$ cat src/rtl/whack_detector.sv
// -----------------------------------------------------------------------------
// whack_detector
//   Whack-a-mole button evaluator. It synchronizes and debounces nine raw player
//   buttons and turns each accepted press into a one-cycle hit or miss pulse.
//   A hit happens when exactly one button is pressed and its LED is lit; it
//   bumps the score and asks the light driver to turn that LED off.
//
// Parameters
//   DEBOUNCE_CYCLES : consecutive stable cycles before a button change is
//                     accepted (1 .. 2^20-1)
//   SCORE_W         : score register width
//
// Ports
//   CLOCK_50  in   sole clock, rising edge
//   reset     in   asynchronous active-high reset
//   buttons   in   [8:0] raw buttons, active-high, asynchronous
//   lights    in   [8:0] current LED vector from the light driver
//   clear_ack in   light driver confirms the lit LED is off
//   clear_req out  request to turn off the whacked LED (high throughout CLEAR)
//   hit       out  one-cycle pulse on a valid whack
//   miss      out  one-cycle pulse on an invalid whack
//   hit_index out  [3:0] button position of the last hit
//   score     out  [SCORE_W-1:0] saturating hit count
//
// Build option
//   WAM_MISS_PENALTY_EN : when defined, each miss decrements the score,
//                         saturating at zero.
// -----------------------------------------------------------------------------
module whack_detector #(
  parameter int DEBOUNCE_CYCLES = 500000,
  parameter int SCORE_W         = 16
) (
  input  logic               CLOCK_50,
  input  logic               reset,
  input  logic [8:0]         buttons,
  input  logic [8:0]         lights,
  input  logic               clear_ack,
  output logic               clear_req,
  output logic               hit,
  output logic               miss,
  output logic [3:0]         hit_index,
  output logic [SCORE_W-1:0] score
);

  localparam logic [19:0] DEB_MAX  = 20'(DEBOUNCE_CYCLES);
  // The debounced vector loads on the edge where the counter steps onto DEB_MAX.
  localparam logic [19:0] DEB_LOAD = 20'(DEBOUNCE_CYCLES - 1);

  typedef enum logic [1:0] {
    IDLE    = 2'd0,
    EVAL    = 2'd1,
    CLEAR   = 2'd2,
    RELEASE = 2'd3
  } state_t;

  logic [8:0]         sync1_r;
  logic [8:0]         sync2_r;
  logic [8:0]         sync_prev_r;
  logic [19:0]        cnt_r;
  logic [8:0]         deb_r;
  logic [8:0]         press_r;
  logic [8:0]         cap_press_r;
  logic [8:0]         cap_lights_r;
  state_t             state_r;
  logic               clear_req_r;
  logic               hit_r;
  logic               miss_r;
  logic [3:0]         hit_index_r;
  logic [SCORE_W-1:0] score_r;

  logic               stable_s;
  logic [8:0]         deb_next_s;

  // Position of the highest set bit; callers only use it on one-hot vectors.
  function automatic logic [3:0] bit_index(input logic [8:0] v);
    logic [3:0] idx;
    idx = 4'd0;
    for (int i = 0; i < 9; i++) begin
      if (v[i]) idx = 4'(i);
    end
    return idx;
  endfunction

  function automatic logic is_onehot(input logic [8:0] v);
    return (v != 9'd0) && ((v & (v - 9'd1)) == 9'd0);
  endfunction

  // Next debounced value: accept the synchronized vector once it has been stable long enough.
  always_comb begin
    stable_s   = (sync2_r == sync_prev_r);
    deb_next_s = deb_r;
    if (stable_s && (cnt_r >= DEB_LOAD)) begin
      deb_next_s = sync2_r;
    end else begin
      deb_next_s = deb_r;
    end
  end

  // Two-flop synchronizer, shared debounce counter, debounced vector and press-edge register.
  always_ff @(posedge CLOCK_50 or posedge reset) begin
    if (reset) begin
      sync1_r     <= 9'd0;
      sync2_r     <= 9'd0;
      sync_prev_r <= 9'd0;
      cnt_r       <= 20'd0;
      deb_r       <= 9'd0;
      press_r     <= 9'd0;
    end else begin
      sync1_r     <= buttons;
      sync2_r     <= sync1_r;
      sync_prev_r <= sync2_r;
      if (!stable_s) begin
        cnt_r <= 20'd0;
      end else if (cnt_r < DEB_MAX) begin
        cnt_r <= cnt_r + 20'd1;
      end else begin
        cnt_r <= cnt_r;
      end
      deb_r   <= deb_next_s;
      // Registered off the next debounced value so IDLE sees the press one cycle after it is accepted.
      press_r <= deb_next_s & ~deb_r;
    end
  end

  // Game FSM with registered hit/miss/clear_req, hit index and score.
  always_ff @(posedge CLOCK_50 or posedge reset) begin
    if (reset) begin
      state_r      <= IDLE;
      cap_press_r  <= 9'd0;
      cap_lights_r <= 9'd0;
      clear_req_r  <= 1'b0;
      hit_r        <= 1'b0;
      miss_r       <= 1'b0;
      hit_index_r  <= 4'd0;
      score_r      <= {SCORE_W{1'b0}};
    end else begin
      hit_r  <= 1'b0;
      miss_r <= 1'b0;
      case (state_r)
        IDLE: begin
          clear_req_r <= 1'b0;
          if (press_r != 9'd0) begin
            cap_press_r  <= press_r;
            cap_lights_r <= lights;
            state_r      <= EVAL;
          end else begin
            state_r <= IDLE;
          end
        end
        EVAL: begin
          if (is_onehot(cap_press_r) && ((cap_press_r & cap_lights_r) != 9'd0)) begin
            hit_r       <= 1'b1;
            hit_index_r <= bit_index(cap_press_r);
            if (score_r != {SCORE_W{1'b1}}) begin
              score_r <= score_r + SCORE_W'(1);
            end else begin
              score_r <= score_r;
            end
            clear_req_r <= 1'b1;
            state_r     <= CLEAR;
          end else begin
            miss_r <= 1'b1;
`ifdef WAM_MISS_PENALTY_EN
            if (score_r != {SCORE_W{1'b0}}) begin
              score_r <= score_r - SCORE_W'(1);
            end else begin
              score_r <= score_r;
            end
`endif
            clear_req_r <= 1'b0;
            state_r     <= RELEASE;
          end
        end
        CLEAR: begin
          if (clear_ack) begin
            clear_req_r <= 1'b0;
            state_r     <= RELEASE;
          end else begin
            clear_req_r <= 1'b1;
            state_r     <= CLEAR;
          end
        end
        RELEASE: begin
          clear_req_r <= 1'b0;
          // Wait for every button to be released so one press cannot score twice.
          if (deb_r == 9'd0) begin
            state_r <= IDLE;
          end else begin
            state_r <= RELEASE;
          end
        end
        default: begin
          clear_req_r <= 1'b0;
          state_r     <= IDLE;
        end
      endcase
    end
  end

  assign clear_req = clear_req_r;
  assign hit       = hit_r;
  assign miss      = miss_r;
  assign hit_index = hit_index_r;
  assign score     = score_r;

endmodule

$ cat config.mk
export PLATFORM = sky130hd
export DESIGN_NAME = whack_detector
export DESIGN_NICKNAME = d
export VERILOG_FILES = /design/src/rtl/whack_detector.sv
export SDC_FILE = /design/constraint.sdc
export NUM_CORES = 1
export LEC_CHECK = 0
export BUFFER_PORTS_ARGS = -buffer_cell sky130_fd_sc_hd__buf_2
export CORE_MARGIN = 4
export CORE_UTILIZATION = 40
export CTS_CLUSTER_SIZE = 40
export DETAILED_ROUTE_END_ITERATION = 8
export SLEW_MARGIN = 20
export SYNTH_ARGS = -nofsm -noshare
export SYNTH_HDL_FRONTEND = slang
export SYNTH_SLANG_ARGS = --single-unit
export TNS_END_PERCENT = 30
$ cat constraint.sdc
create_clock -name CLOCK_50 -period 4.23 [get_ports CLOCK_50]
set_clock_uncertainty 0.1 [all_clocks]
set_input_delay 0.2115 -clock CLOCK_50 [delete_from_list [all_inputs] [get_ports CLOCK_50]]
set_output_delay 0.2115 -clock CLOCK_50 [all_outputs]
set_load 0.05 [all_outputs]
Word-level counts from Yosys, hierarchy flattened. Index checks and enable logic that the tools add are counted.

Register bits after elaboration: 108. Latch bits: 0. Memory bits (writable): 0. Memory bits (read-only): 0. Input port bits: 21. Logic and storage cells: 64. Memories: 0.

$add $sub $neg: 3. Multipliers: 0. Divide/modulo/power cells: 0. Magnitude comparators: 2. Equal/unequal tests: 6. Shifts and indexed selects: 0. Multiplexer cells: 22. Bitwise logic cells: 4. Reductions and logical operators: 13.

Operators with widths (number): two-way mux 20 bit (2); two-way mux 4 bit (7); AND 9 bit (3); nonzero test 9 bit (3); adder 20 x 1 -> 20 bit, second input constant (1); greater-or-equal comparator 20 x 19 -> 1 bit, second input constant (1); less-than comparator 20 x 19 -> 1 bit, second input constant (1); logical NOT 9 bit (2); adder 16 x 1 -> 16 bit, second input constant (1); != test 16 bit, second input constant (1); equality test 9 bit (1); two-way mux 1 bit (9); two-way mux 9 bit (1); NOT 9 bit (1); subtractor 9 x 1 -> 9 bit, second input constant (1); case mux 2 bit (4 select lines) (1); equality test 2 bit, second input constant (2); AND reduction 2 bit (2); logical AND 1 bit (3); case mux 1 bit (3 select lines) (1); AND reduction 3 bit (1); equality test 2 x 1 -> 1 bit, second input constant (1); logical NOT 2 bit (1); two-way mux 2 bit (1); 2 further kinds (2).

Logic depth before layout (Yosys ltp). Gate-level depths: netlist of the first run.

Depth after elaboration: 8. Gate-level depth with buffers: 7.

Worst setup path after synthesis of the first run. No wires, ideal clock.

Path type: reg-to-reg. Start point: reg score_r[5] (netlist: score[5]). End point: reg score_r[5] (netlist: score[5]). Setup time: 0.147 ns. Data arrival time: 2.246 ns. Data required time: 3.983 ns. Slack: 1.737 ns. Stages on the path, launching flop included: 8. Cell sequence: dfrtp_1 > nand4_1 > or2_1 > nor4_4 > or3_1 > buf_2 > nor3_1 > xor2_1.

Longest elaborated chain between the ends: 2.

RTL lines: from (decl) (RTL line 69) `logic [SCORE_W-1:0] score_r;`; from (signal assigned) (RTL line 135) `score_r <= {SCORE_W{1'b0}};`; from (signal assigned) (RTL line 155) `score_r <= score_r + SCORE_W'(1);`; from (signal assigned) (RTL line 157) `score_r <= score_r;`; parallel branches: the longest is 2 deep, another holds adder 16 x 1 -> 16 bit.

Parallel ways; which one is timed is not known. A chain may end at the register's enable or synchronous reset.

Worst setup path after layout of the first run.
Start point: reg cap_press_r[1]. End point: reg score_r[1] (netlist: score[1]).

Longest elaborated chain between the ends: 6.

RTL lines: from (decl) (RTL line 62) `logic [8:0] cap_press_r;`; from (signal assigned) (RTL line 143) `cap_press_r <= press_r;`; subtractor 9 x 1 -> 9 bit (RTL line 85) `return (v != 9'd0) && ((v & (v - 9'd1)) == 9'd0);`; AND 9 bit (RTL line 85); logical NOT 9 bit (RTL line 85); logical AND 1 bit (RTL line 85); logical AND 1 bit (*) (RTL line 151) `if (is_onehot(cap_press_r) && ((cap_press_r & cap_lights_r) != 9'd0)) begin`; AND reduction 3 bit (no source line) (*).

Every way passes the cells marked *; elsewhere a longest branch is shown, timed or not.

==> results of run 1 <==
==> area by class of cell <==
type / count / area, sq um
Clock buffer: 9 / 124
Clock inverter: 7 / 76.3
Fill cell: 1005 / 5650
Inverter: 4 / 17.5
Multi-Input combinational cell: 234 / 1730
Sequential cell: 108 / 2700
Tap cell: 140 / 175
Timing Repair Buffer: 64 / 420
==> metal layers <==
metal,GRT usage (%),part of all wire [%],routed length (um)
met4,4.20,1.1,87
met2,21.4,47,3660
met1,17.5,47,3700
met5,0,0,0
met3,3.66,4.8,375
==> worst register-to-register path, cell delays in order (launching register included) <==
cell	delay, ns
dfrtp_1	0.45
maj3_1	0.36
o21ai_0	0.33
nand4_4	0.33
nor3_1	0.39
mux2_2	0.38
==> cell usage after synthesis (all sizes together) (2+ instances only) <==
| library cell | number |
|---|---|
| ha | 2 |
| nor3b | 9 |
| a21oi | 7 |
| inv | 4 |
| nand3 | 14 |
| xnor2 | 8 |
| o31ai | 2 |
| dfrtp | 108 |
| a21o | 2 |
| mux2 | 30 |
| o21ai | 5 |
| and3 | 3 |
| o21bai | 2 |
| nor4 | 13 |
| or4 | 5 |
| nand4 | 13 |
| xor2 | 34 |
| or3 | 3 |
| nor2 | 34 |
| buf | 2 |
| nor3 | 12 |
| clkbuf | 8 |
| nand2 | 19 |
==> placed cells by master, fill, tap and decap left out, types with 3 or more instances in the layout <==
| master | count |
|---|---|
| inv_1 | 3 |
| nand3_1 | 14 |
| nor4_2 | 4 |
| xor2_1 | 34 |
| or4_1 | 5 |
| buf_2 | 43 |
| nor4_1 | 7 |
| mux2_2 | 30 |
| a21oi_1 | 5 |
| nor3_1 | 11 |
| o21ai_0 | 4 |
| nand2_1 | 19 |
| nand4_1 | 12 |
| clkbuf_8 | 9 |
| dlygate4sd3_1 | 19 |
| dfrtp_1 | 108 |
| xnor2_1 | 8 |
| or3_1 | 3 |
| nor2_1 | 33 |
| and3_1 | 3 |
| nor3b_1 | 9 |
| inv_8 | 3 |
==> cells by family after synthesis <==
kind of cell / after synthesis / synth area share (%)
buffers and inverters: 14 / 1.37
multiplexers: 31 / 7.75
AND/OR/NAND/NOR: 131 / 16.9
adder cells (fa/ha/maj): 3 / 0.781
flip-flops: 108 / 60.3
AO/OA/AOI/OAI: 27 / 4.77
XOR/XNOR: 42 / 8.20
==> power groups by stage <==
stage	combinational [mW]	clock (mW)	sequential, mW
2_1_floorplan	0.0232	0	1.07
3_3_place_gp	0.0389	0	1.07
3_5_place_dp	0.0402	0	1.07
4_1_cts	0.0534	0.646	1.05
5_1_grt	0.0596	0.680	1.06
6_report	0.0510	0.618	1.05
==> state kept, by name (all words and copies together) (netlist names), 2 cells and up <==
signal / flops
sync_prev_r: 9
score: 16
sync2_r: 9
cap_press_r: 9
state_r: 2
sync1_r: 9
deb_r: 9
cnt_r: 20
press_r: 9
cap_lights_r: 9
hit_index: 4
==> final timing paths <==
kind / depth (start not counted) / endpoint / from / slack (ns)
max: 5 / score[1] / cap_press_r[1] / 1.79
min: 3 / clear_req / clear_ack / 0.08
max reg2reg: 5 / score[1] / cap_press_r[1] / 1.79
min reg2reg: 0 / sync2_r[3] / sync1_r[3] / 0.26
max in group asynchronous: 4 / cap_press_r[5] / reset / 2.57
min in group asynchronous: 3 / score[3] / reset / 0.45
==> flow_metrics.env, run 1 <==
export IMPL_hpwl_mm=5.39
export IMPL_grt_usage_pct=13.3
export IMPL_first_global_vias=2929
export IMPL_final_hold_violation_count=0
export IMPL_yosysWarnings=0
export IMPL_power_frac_seq_pct=61.1
export IMPL_power_total_mw=1.72
export IMPL_ctsHoldBuffers=19
export IMPL_p_int_mw=1.30
export IMPL_setup_viol=0
export IMPL_worst_setup_path_type="flip-flop to flip-flop"
export IMPL_hold_path_class="input pin to flip-flop"
export IMPL_synth_ff_type="dfrtp_1"
export IMPL_worstMarginPinSlew_ns=1.02
export IMPL_final_area_sq_mm=0.00524
export IMPL_finish_utilization_pct=48.1
export IMPL_wl_per_cell_um=13.8
export IMPL_drv_slew=0
export IMPL_numCtsBuffers=9
export IMPL_grt_max_degree=71
export IMPL_antenna_found_initial=0
export IMPL_drt_pass1_iterations=4
export IMPL_num_rows=38
export IMPL_cts_sinks=108
export IMPL_fin_cells=566
export IMPL_clockBufferDepth=2
export IMPL_cp_max_fo=17
export IMPL_start_util_pct=41.2
export IMPL_crit_buf_inv=0
export IMPL_htree_levels=3
export IMPL_crit_chain="maj3_1 -> o21ai_0 -> nand4_4 -> nor3_1 -> mux2_2"
export IMPL_drc=0
export IMPL_ir_worst_vdd_mv=0.178
export IMPL_endpoint_kind="flip-flop"
export IMPL_via_per_inst=4.98
export IMPL_synth_top_cell_area_share_pct=60.3
export IMPL_syn_num_nets=379
export IMPL_synth_area_sq_mm=0.00449
export IMPL_ant_nets=0
export IMPL_worstSkewPairLatency_ns=0.38
export IMPL_p_sw_share_pct=24.2
export IMPL_final_setup_tns_ns=0
export IMPL_max_cap_violations=0
export IMPL_period_needed_ns=2.44
export IMPL_fmax_mhz=410
export IMPL_synth_ff_latch_count=108
export IMPL_synth_area_per_cell_sq_um=12.6
export IMPL_worst_slack_ns=1.79
export IMPL_synth_edff_count=0
export IMPL_drtIter0Drc=161
export IMPL_place_congestion=0.782
export IMPL_die_x_um=114
export IMPL_synth_seq_area_share_pct=60.3
export IMPL_slowest_delay_ns=0.45
export IMPL_outcome="finished clean"
export IMPL_hold_ws_ns=0.0776
export IMPL_p_per_area_mw_per_mm2=329
export IMPL_crit_required_ns=4.39
export IMPL_io_pins=44
export IMPL_crit_arrival_ns=2.60
export IMPL_cts_tree="yes"
export IMPL_num_vias=2819
export IMPL_rsz0062_at_grt="no"
export IMPL_cts_setup_buffers=0
export IMPL_slew_headroom_pct=31.4
export IMPL_p_comb_share_pct=3.0
export IMPL_crit_family="simple AND/OR/NAND/NOR gates"
export IMPL_synthArstFlopShare_pct=100
export IMPL_synthTopCellsByArea="dfrtp_1 60%, mux2_2 7.5%, xor2_1 6.6%, nor2_1 2.8%, nand4_1 1.7%"
export IMPL_port_buffers=43
export IMPL_core_area_sq_mm=0.0109
export IMPL_synth_cell_types=48
export IMPL_die_h_um=114
export IMPL_die_area_sq_mm=0.0130
export IMPL_yosys_area_top_type="dfrtp_1"
export IMPL_p_leak_nw=2.49
export IMPL_syn2layout_area_growth_pct=16.8
export IMPL_final_layout_size_suffix_gt1_share_pct=25.4
export IMPL_cts_root_buf="clkbuf_8"
export IMPL_placed_cells=531
export IMPL_dp_slack_ns=1.78
export IMPL_ctsResizeCount=0
export IMPL_drt_total_wl_mm=7.83
export IMPL_slowest_stage="dfrtp_1"
export IMPL_start_kind="flip-flop"
export IMPL_period_share_pct=57.7
export IMPL_clk_pin_slew_ns=0.10
export IMPL_overflow=0
export IMPL_dpl_cell_area_sq_mm=0.00485
export IMPL_synth_cells=356
export IMPL_grt_pass1_wl_mm=14.0
export IMPL_diodes=0
export IMPL_fin_nets=444
export IMPL_p_clk_share_pct=35.9
export IMPL_switchingPower_mw=0.417
No activity file was read; power rests on OpenSTA's default activity.
==> run 2, diff against run 1 <==
==> constraint.sdc (replaced) <==
create_clock -name CLOCK_50 -period 2.1 [get_ports CLOCK_50]
set_clock_uncertainty 0.1 [all_clocks]
set_input_delay 0.105 -clock CLOCK_50 [delete_from_list [all_inputs] [get_ports CLOCK_50]]
set_output_delay 0.105 -clock CLOCK_50 [all_outputs]
set_load 0.05 [all_outputs]
==> flow_metrics.env, run 2 (synthesis gave the netlist of run 1 again) <==
export IMPL_worst_setup_path_type="flip-flop to flip-flop"
export IMPL_dpl_cell_area_sq_mm=0.00520
export IMPL_slowest_stage="or4_4"
export IMPL_final_area_sq_mm=0.00571
export IMPL_final_hold_violation_count=0
export IMPL_endpoint_kind="flip-flop"
export IMPL_worstSkewPairLatency_ns=0.37
export IMPL_die_h_um=114
export IMPL_dp_slack_ns=-0.0452
export IMPL_antenna_found_initial=0
export IMPL_first_global_vias=3071
export IMPL_max_cap_violations=0
export IMPL_numCtsBuffers=9
export IMPL_slew_headroom_pct=57.6
export IMPL_grt_usage_pct=13.9
export IMPL_cts_sinks=108
export IMPL_outcome="finished with violations"
export IMPL_cts_tree="yes"
export IMPL_drtIter0Drc=127
export IMPL_hold_path_class="input pin to asynchronous set/reset pin"
export IMPL_cp_max_fo=7
export IMPL_crit_chain="nor4_4 -> xnor2_1 -> o21ai_2 -> nand4_4 -> or4_4 -> xnor2_1"
export IMPL_period_needed_ns=2.11
export IMPL_overflow=0
export IMPL_crit_top_cell="xnor2_1"
export IMPL_final_layout_size_suffix_gt1_share_pct=35.0
export IMPL_wl_per_cell_um=13.5
export IMPL_die_x_um=114
export IMPL_hpwl_mm=5.63
export IMPL_grt_max_degree=94
export IMPL_cts_root_buf="clkbuf_8"
export IMPL_p_per_area_mw_per_mm2=626
export IMPL_grt_pass1_wl_mm=14.7
export IMPL_setup_viol=2
export IMPL_num_rows=38
export IMPL_violations="setup timing"
export IMPL_port_buffers=43
export IMPL_diodes=0
export IMPL_top_register="cnt_r"
export IMPL_period_share_pct=101
export IMPL_place_congestion=0.811
export IMPL_mostFrequentLayoutCells="107 x dfrtp_1, 46 x buf_4, 43 x buf_2, 34 x xor2_1, 33 x nor2_1"
export IMPL_die_area_sq_mm=0.0130
export IMPL_fmax_mhz=473
export IMPL_drc=0
export IMPL_worstMarginPinSlew_ns=0.635
export IMPL_drt_pass1_iterations=4
export IMPL_ir_worst_vdd_mv=0.540
export IMPL_syn2layout_area_growth_pct=27.3
export IMPL_clockBufferDepth=2
export IMPL_p_leak_nw=2.76
export IMPL_crit_arrival_ns=2.28
export IMPL_core_area_sq_mm=0.0109
export IMPL_rsz0062_at_grt="yes"
export IMPL_io_pins=44
export IMPL_start_util_pct=41.2
export IMPL_crit_required_ns=2.27
export IMPL_drt_total_wl_mm=8.27
export IMPL_fillCellCount=952
export IMPL_num_vias=2988
export IMPL_ant_nets=0
export IMPL_final_common_cell="dfrtp_1"
export IMPL_worst_slack_ns=-0.0142
export IMPL_slowest_delay_ns=0.57
export IMPL_clk_pin_slew_ns=0.10
export IMPL_via_per_inst=4.87
export IMPL_fin_nets=492
export IMPL_drv_slew=0
export IMPL_start_kind="flip-flop"
export IMPL_htree_levels=3
export IMPL_largest_register_ffs=20
==> run 2: cell types whose count changed in the layout (fill, tap and decap cells not counted), sizes merged <==
| cell | before | now |
|---|---|---|
| clkinv | 3 | 1 |
| clkinvlp | 0 | 1 |
| bufinv | 0 | 1 |
| dlygate4sd3 | 19 | 20 |
| buf | 45 | 92 |
==> run 2: cell type report <==
cell class	instances	area, sq um	share of cell area, %
clock buffer	9	124	2.17
clock inverter	7	90.1	1.58
tap	140	175	3.07
multi-input combinational	234	1790	31.3
timing repair buffer	112	812	14.2
inverter	4	18.8	0.329
sequential	108	2700	47.3
==> run 2: timing repair <==
item | in CTS | in global routing
hold endpoints to repair | 35 | 0
hold buffers | 20 | 0
setup endpoints to repair | 11 | 42
buffers inserted | 3 | 1
pin swaps | 2 | 4
resized for setup | 8 | 6
==> run 2: final timing paths <==
path,start,cells past startpoint,to,slack [ns]
worst max-delay path,cap_press_r[4],6,score[4],-0.01
worst min-delay path,reset,3,cap_lights_r[3],0.14
min in group CLOCK_50,buttons[2],2,sync1_r[2],0.25
max in group asynchronous,reset,4,sync_prev_r[1],0.99
worst min register to register,sync1_r[6],0,sync2_r[6],0.26
worst max register to register,cap_press_r[4],6,score[4],-0.01
==> run 2: stage by stage <==
step                      setup TNS, ns  power (mW)  cells  hold WS (ns)  utilization, %
after global placement          -0.0189        2.25    574       0.00319            47.8
final                           -0.0282        3.58    614         0.145            52.4
after CTS                       -0.0616        3.64    613         0.127            52.1
after floorplan                   -3.83        2.20    356        0.0364               -
after detailed placement         -0.151        2.25    574       0.00749            47.8
after global routing              -2.07        3.75    614         0.170            52.4
==> run 2: critical path, delay by kind of cell (launching register included) <==
| kind | cells | cell delay (ns) |
|---|---|---|
| and+or+nand+nor | 3 | 1.08 |
| DFF | 1 | 0.42 |
| xor gates and xnor gates | 2 | 0.25 |
| AOI/OAI and AO/OA | 1 | 0.16 |
==> run 2: routing by layer <==
metal  part of all wire, %  track usage, %  routed length, um  up-vias
met5                     0               0                  0        -
met4                   1.4            4.59                112        0
met3                   4.1            3.87                336       10
met2                    47            21.8               3910       41
met1                    47            18.9               3910     1450
li1                      -               -                  -     1487
==> run 2: where the power goes <==
part | switching [mW] | internal (mW) | leakage [nW]
logic | 0.0566 | 0.0554 | 1.21
registers | 0.0155 | 2.10 | 1.45
clock network | 0.758 | 0.587 | 0.110
total | 0.830 | 2.75 | 2.76
